File: src/rtl/dev_dumper_if.sv
// Port bundle for dev_dumper: start request, RAM read port, TX pipe push port
// and a debug view of the FSM state.
interface dev_dumper_if #(
  parameter int ADDR_W = 16
);
  logic              start;
  logic [ADDR_W-1:0] start_addr;
  logic [ADDR_W-1:0] len;
  logic              busy;
  logic              done;
  logic [ADDR_W-1:0] ram_addr;
  logic              ram_rd;
  logic [7:0]        ram_data;
  logic [7:0]        tx_data;
  logic              tx_push;
  logic              tx_full;
  logic [3:0]        dbg_state;

  // Handshakes:
  // - TX: a character moves only in a cycle where tx_push=1. tx_push is raised
  //   only while tx_full=0, and never in two consecutive cycles.
  // - RAM: ram_rd=1 for one cycle with ram_addr. ram_data must be valid in the
  //   following cycle only.
  // - start is looked at only while the dumper is idle.
  modport master (
    input  start, start_addr, len, ram_data, tx_full,
    output busy, done, ram_addr, ram_rd, tx_data, tx_push, dbg_state
  );
  modport slave (
    output start, start_addr, len, ram_data, tx_full,
    input  busy, done, ram_addr, ram_rd, tx_data, tx_push, dbg_state
  );
endinterface

File: src/rtl/dev_dumper.sv
// RAM-to-serial hex dumper: streams a byte range as uppercase hex text lines.
// Optional macro DEV_DUMPER_ADDR_PREFIX_EN prefixes each line with "ADDR: ".
module dev_dumper #(
  parameter int ADDR_W         = 16,
  parameter int BYTES_PER_LINE = 16
) (
  input  logic          clk,
  input  logic          rst_n,
  dev_dumper_if.master  bus
);
`ifdef DEV_DUMPER_ADDR_PREFIX_EN
  localparam int NDIG = (ADDR_W + 3) / 4;
`endif

  typedef enum logic [3:0] {
    S_IDLE   = 4'd0,
    S_FETCH  = 4'd1,
    S_WAIT   = 4'd2,
    S_HI     = 4'd3,
    S_LO     = 4'd4,
    S_SP     = 4'd5,
    S_CR     = 4'd6,
    S_LF     = 4'd7,
    S_FINISH = 4'd8
`ifdef DEV_DUMPER_ADDR_PREFIX_EN
    ,
    S_PHEX   = 4'd9,
    S_PCOLON = 4'd10,
    S_PSP    = 4'd11
`endif
  } state_t;

  state_t            state_q, state_d;
  logic [ADDR_W-1:0] addr_q, addr_d;
  logic [ADDR_W-1:0] rem_q, rem_d;
  logic [7:0]        line_q, line_d;
  logic [7:0]        data_q, data_d;
  logic              push_prev_q, push_prev_d;
`ifdef DEV_DUMPER_ADDR_PREFIX_EN
  logic [7:0]        nib_q, nib_d;
  logic [4*NDIG-1:0] addr_pad;
  logic [3:0]        pfx_digit;
`endif

  logic       emit_w;
  logic [7:0] char_w;
  logic       push_w;
  logic       can_push;
  logic       line_end;

  function automatic logic [7:0] hex_char(input logic [3:0] n);
    return (n < 4'd10) ? (8'h30 + {4'h0, n}) : (8'h37 + {4'h0, n});
  endfunction

  // A character may leave only when the pipe has room and we did not push last cycle.
  assign can_push = !bus.tx_full && !push_prev_q;
  assign push_w   = emit_w && can_push;
  assign line_end = (rem_q == '0) || (line_q == 8'(BYTES_PER_LINE));

`ifdef DEV_DUMPER_ADDR_PREFIX_EN
  assign addr_pad  = (4*NDIG)'(addr_q);
  assign pfx_digit = 4'(addr_pad >> (4 * nib_q));
`endif

  always_ff @(posedge clk) begin
    if (!rst_n) begin
      state_q     <= S_IDLE;
      addr_q      <= '0;
      rem_q       <= '0;
      line_q      <= '0;
      data_q      <= '0;
      push_prev_q <= 1'b0;
`ifdef DEV_DUMPER_ADDR_PREFIX_EN
      nib_q       <= '0;
`endif
    end else begin
      state_q     <= state_d;
      addr_q      <= addr_d;
      rem_q       <= rem_d;
      line_q      <= line_d;
      data_q      <= data_d;
      push_prev_q <= push_prev_d;
`ifdef DEV_DUMPER_ADDR_PREFIX_EN
      nib_q       <= nib_d;
`endif
    end
  end

  always_comb begin
    state_d     = state_q;
    addr_d      = addr_q;
    rem_d       = rem_q;
    line_d      = line_q;
    data_d      = data_q;
    push_prev_d = push_w;
`ifdef DEV_DUMPER_ADDR_PREFIX_EN
    nib_d       = nib_q;
`endif
    case (state_q)
      S_IDLE: if (bus.start) begin
        addr_d = bus.start_addr;
        rem_d  = bus.len;
        line_d = '0;
        if (bus.len == '0) begin
          state_d = S_FINISH;
        end else begin
`ifdef DEV_DUMPER_ADDR_PREFIX_EN
          state_d = S_PHEX;
          nib_d   = 8'(NDIG - 1);
`else
          state_d = S_FETCH;
`endif
        end
      end
      S_FETCH: begin
        addr_d  = addr_q + 1'b1;
        rem_d   = rem_q - 1'b1;
        line_d  = line_q + 8'd1;
        state_d = S_WAIT;
      end
      S_WAIT: begin
        data_d  = bus.ram_data;
        state_d = S_HI;
      end
      S_HI: if (push_w) state_d = S_LO;
      S_LO: if (push_w) state_d = line_end ? S_CR : S_SP;
      S_SP: if (push_w) state_d = S_FETCH;
      S_CR: if (push_w) state_d = S_LF;
      S_LF: if (push_w) begin
        line_d = '0;
        if (rem_q == '0) begin
          state_d = S_FINISH;
        end else begin
`ifdef DEV_DUMPER_ADDR_PREFIX_EN
          state_d = S_PHEX;
          nib_d   = 8'(NDIG - 1);
`else
          state_d = S_FETCH;
`endif
        end
      end
      S_FINISH: state_d = S_IDLE;
`ifdef DEV_DUMPER_ADDR_PREFIX_EN
      S_PHEX: if (push_w) begin
        if (nib_q == 8'd0) state_d = S_PCOLON;
        else               nib_d   = nib_q - 8'd1;
      end
      S_PCOLON: if (push_w) state_d = S_PSP;
      S_PSP:    if (push_w) state_d = S_FETCH;
`endif
      default: state_d = S_IDLE;
    endcase
  end

  always_comb begin
    emit_w       = 1'b0;
    char_w       = 8'h00;
    bus.ram_rd   = 1'b0;
    bus.ram_addr = '0;
    bus.done     = 1'b0;
    bus.busy     = (state_q != S_IDLE) && (state_q != S_FINISH);
    case (state_q)
      S_FETCH: begin
        bus.ram_rd   = 1'b1;
        bus.ram_addr = addr_q;
      end
      S_HI:     begin emit_w = 1'b1; char_w = hex_char(data_q[7:4]); end
      S_LO:     begin emit_w = 1'b1; char_w = hex_char(data_q[3:0]); end
      S_SP:     begin emit_w = 1'b1; char_w = 8'h20; end
      S_CR:     begin emit_w = 1'b1; char_w = 8'h0D; end
      S_LF:     begin emit_w = 1'b1; char_w = 8'h0A; end
      S_FINISH: bus.done = 1'b1;
`ifdef DEV_DUMPER_ADDR_PREFIX_EN
      S_PHEX:   begin emit_w = 1'b1; char_w = hex_char(pfx_digit); end
      S_PCOLON: begin emit_w = 1'b1; char_w = 8'h3A; end
      S_PSP:    begin emit_w = 1'b1; char_w = 8'h20; end
`endif
      default: ;
    endcase
    bus.tx_data   = char_w;
    bus.tx_push   = push_w;
    bus.dbg_state = state_q;
  end
endmodule

File: src/flat_wrapper.sv
// flat-port wrapper written by rule: the top's interface ports become plain ports
module dev_dumper_flat 
#(
  parameter int ADDR_W         = 16,
  parameter int BYTES_PER_LINE = 16
)
  (clk, rst_n, bus_start, bus_start_addr, bus_len, bus_ram_data, bus_tx_full, bus_busy, bus_done, bus_ram_addr, bus_ram_rd, bus_tx_data, bus_tx_push, bus_dbg_state);
  dev_dumper_if #(.ADDR_W(ADDR_W)) bus_i ();
  input  logic clk;
  input  logic rst_n;
  input wire logic [$bits(bus_i.start)-1:0] bus_start;
  input wire logic [$bits(bus_i.start_addr)-1:0] bus_start_addr;
  input wire logic [$bits(bus_i.len)-1:0] bus_len;
  input wire logic [$bits(bus_i.ram_data)-1:0] bus_ram_data;
  input wire logic [$bits(bus_i.tx_full)-1:0] bus_tx_full;
  output wire logic [$bits(bus_i.busy)-1:0] bus_busy;
  output wire logic [$bits(bus_i.done)-1:0] bus_done;
  output wire logic [$bits(bus_i.ram_addr)-1:0] bus_ram_addr;
  output wire logic [$bits(bus_i.ram_rd)-1:0] bus_ram_rd;
  output wire logic [$bits(bus_i.tx_data)-1:0] bus_tx_data;
  output wire logic [$bits(bus_i.tx_push)-1:0] bus_tx_push;
  output wire logic [$bits(bus_i.dbg_state)-1:0] bus_dbg_state;
  assign bus_i.start = bus_start;
  assign bus_i.start_addr = bus_start_addr;
  assign bus_i.len = bus_len;
  assign bus_i.ram_data = bus_ram_data;
  assign bus_i.tx_full = bus_tx_full;
  assign bus_busy = bus_i.busy;
  assign bus_done = bus_i.done;
  assign bus_ram_addr = bus_i.ram_addr;
  assign bus_ram_rd = bus_i.ram_rd;
  assign bus_tx_data = bus_i.tx_data;
  assign bus_tx_push = bus_i.tx_push;
  assign bus_dbg_state = bus_i.dbg_state;
  dev_dumper #(.ADDR_W(ADDR_W), .BYTES_PER_LINE(BYTES_PER_LINE)) u_core (.clk(clk), .rst_n(rst_n), .bus(bus_i));
endmodule
File: config.mk
export PLATFORM = sky130hd
export DESIGN_NAME = dev_dumper_flat
export DESIGN_NICKNAME = d
export VERILOG_FILES = /design/src/rtl/dev_dumper_if.sv /design/src/rtl/dev_dumper.sv /design/src/flat_wrapper.sv
export SDC_FILE = /design/constraint.sdc
export NUM_CORES = 1
export LEC_CHECK = 0
export ABC_AREA = 1
export CAP_MARGIN = 40
export CORE_MARGIN = 3
export CORE_UTILIZATION = 50
export CTS_CLUSTER_DIAMETER = 30
export CTS_CLUSTER_SIZE = 14
export DETAILED_ROUTE_END_ITERATION = 8
export PLACE_DENSITY_LB_ADDON = 0.08
export SLEW_MARGIN = 20
export SYNTH_ARGS = -nofsm -noshare
export SYNTH_HDL_FRONTEND = slang
export SYNTH_SLANG_ARGS = --single-unit
File: constraint.sdc
create_clock -name clk -period 1.8 [get_ports clk]
set_input_delay 0.36 -clock clk [delete_from_list [all_inputs] [get_ports clk]]
set_output_delay 0.36 -clock clk [all_outputs]
set_load 0.05 [all_outputs]
==> impl_results.md <==
* Syn Nets at roughly 600
* Max-slew violations at 0
* Vias in the first global route at 3785
* Cell taking the most area after synthesis: dfxtp_1
* Deepest clock path buffer count at 2
* Max frequency at around 510 MHz
* CP Cell Sequence: nor2_4, buf_12, nand2_8, buf_6, nor2_4, buf_12
* Area delta synth->final at 52.97%
* GRT Total Usage at 0.2395
* Max-Cap Viols at 0
* Initial antenna violation count at 0
* Failing checks: negative setup slack
* HPWL after detailed placement at between 7 and 8 mm
* Total wire length at around 11 mm
* Final hold slack at around 460 ps
* Die X at about 90 µm
* Clock latency on the worst-skew pair at ~310 ps
* Num rows at 29
* Synth Flop Type: dfxtp_1
* Post-place setup slack at approximately 31 ps
* Synth async-reset ratio at 0
* Critical path's largest stage delay at slightly below 400 ps
* Outcome: finished, violations left
* Seq cells post-synth at between 50 and 60
* Die Y-Extent at about 90 µm
* Total grt overflow at 0
* Area of the multi-input gates at between 2000 and 2500 µm²
* CTS sink count at 53
* Worst Path Required at approximately 1400 ps
* IO buf count at 74
* Most frequent cells in the layout: nand2_1, nor2_1, inv_1
* Die ar. at 8082 µm²
* Yosys warns at 0
* Worst min-delay path class: flip-flop to flip-flop
* Commonest non-fill, non-tap cell in the layout: nand2_1
* H-tree Lvls at 2
* First-pass GRT wire length at approximately 17 mm
* DR WL/cell at roughly 15 µm
* Tcrit/Tclk final at 1.079
* Setup CP Type: flip-flop to output port
* Startpoint types: flip-flop
* Worst path bufs/invs at 3
* Final Skew at slightly above 7 ps
* Top-area cell type share of the netlist area at 0.3015
* Critical path arrival at about 1600 ps
* Peak VDD IR at 0.001274 V
* Number of routed nets with antenna violations at 0
* Routability cong. at 0.9146
* Sequential area share after synthesis at 0.3015
* Average footprint of a synthesized cell at just over 6 µm²
* CTS tree: done
* Slowest CP cell: dfxtp_4
* PD cells at ~1600 nW/µm²
* Worst setup margin at -142.6 ps
* FF/Latch Area at ~1100 µm²
* Initial DRC Count at about 280
* CP max FO at 6
* IO Pins at 76
* Netlist Area Pre-Place at 3520 µm²
* DRT Pass-1 Iters at 5
* Via/cell ratio at roughly 5.6
* Via Count at 4269
* Clock root buffer: clkbuf_8
* Largest net degree at the start of global routing at 24
* Initial Util at 0.5359
* Synth area leaders: dfxtp_1, nand2_1, nor2_1, inv_1, o21ai_0
* Clk slew on worst S/H paths at about 100 ps
* Cts hold-fix bufs at 0
* Min Tclk post-route at just under 2000 ps
* Share of layout cells above drive strength 1 at 0.2596
* Nets at 723
* Antenna diodes at 0
* Unrepaired setup endpoints after global routing: yes
* EDFF count, synth at 0
* Leak at approximately 2.2 nW
* Setup Viol. Count Final at 24
* # fillers at about 420
* Synth Instances at about 570
* Setup TNS at -2574 ps
* Crit end category: output port
* Num CTS Buffers at 5
* CP top delay family: buffers and inverters
* Synth cell types at 38
* DRC at 0
* Fin. Hold Viols at 0
* Total core area at ~6600 µm²
[cell usage after synthesis, types with 2 or more instances]
master / n
nand2_1: 132
nor2_1: 87
inv_1: 64
dfxtp_1: 53
o21ai_0: 43
a21oi_1: 34
nand3_1: 33
a31oi_1: 13
buf_2: 9
nand4_1: 9
o21ai_1: 8
xor2_1: 8
nand2_2: 7
nor2_2: 7
ha_1: 6
inv_2: 6
nor2_4: 6
clkbuf_1: 5
nor3_1: 5
buf_6: 4
a22oi_1: 3
nand3b_1: 3
o221ai_1: 3
buf_4: 2
o22ai_1: 2
xnor2_1: 2
[where the power goes]
group | internal [mW] | switching (mW)
Sequential | 1.61 | 0.455
Combinational | 2.38 | 3.63
Clock | 0.274 | 0.391
[through the flow]
step	std cells	instance area [µm²]	total power, mW	utilization
final	767	5384	8.731	0.8198
after global routing	767	5384	9.311	0.8198
after CTS	749	5091	8.055	0.7752
after detailed placement	735	4832	7.070	0.7358
after global placement	735	4832	6.936	0.7358
after floorplan	566	3677	5.555	-
[flip-flops by register name, indices dropped and copies added (netlist names)]
register              flops
u_core.bus.dbg_state      4
u_core.addr_q            16
u_core.line_q             8
u_core.rem_q             16
u_core.push_prev_q        1
u_core.data_q             8
[final timing paths]
check | startpoint | to | slack (ps) | cells after the start
hold reg to reg | u_core.line_q[7]$_SDFFE_PN0P_ | u_core.line_q[7]$_SDFFE_PN0P_ | 460 | 1
setup / recovery | u_core.bus.dbg_state[3]$_SDFFE_PN0P_ | bus_ram_addr[0] | -140 | 6
hold / removal | u_core.line_q[7]$_SDFFE_PN0P_ | u_core.line_q[7]$_SDFFE_PN0P_ | 460 | 1
setup reg to reg | u_core.bus.dbg_state[2]$_SDFFE_PN0P_ | u_core.addr_q[4]$_SDFFE_PN0P_ | 30 | 11
[layout make-up]
class,instances,share of cell area
clock inverters,1,0.0009296
clock buffers,7,0.01418
multi-input cells,422,0.4485
well taps,93,0.02161
repair buffers,119,0.2596
inverters,72,0.05368
flip-flops and latches,53,0.2015
[layer usage]
metal	routed length (µm)	GRT usage
met1	4679	0.2987
met2	5705	0.4279
met3	770	0.03422
met4	182	0.07143
met5	0	0
[kinds of logic after synthesis]
family          Yosys count  share of synthesized area
compound gates          113                     0.1799
xor+xnor                 10                    0.02489
fa+ha+maj                 6                    0.02133
buf+inv                  92                     0.1127
flops                    53                     0.3015
other cells               1                   0.001065
simple gates            291                     0.3587
[repair_timing]
item                       4_1_cts  5_1_grt
setup endpoints to repair       25       31
cloned                           0        1
hold endpoints to repair         0        0
setup buffers                    6       17
resized for setup               47       42
pin swaps                       15       17
No activity file was read; power rests on OpenSTA's default activity.
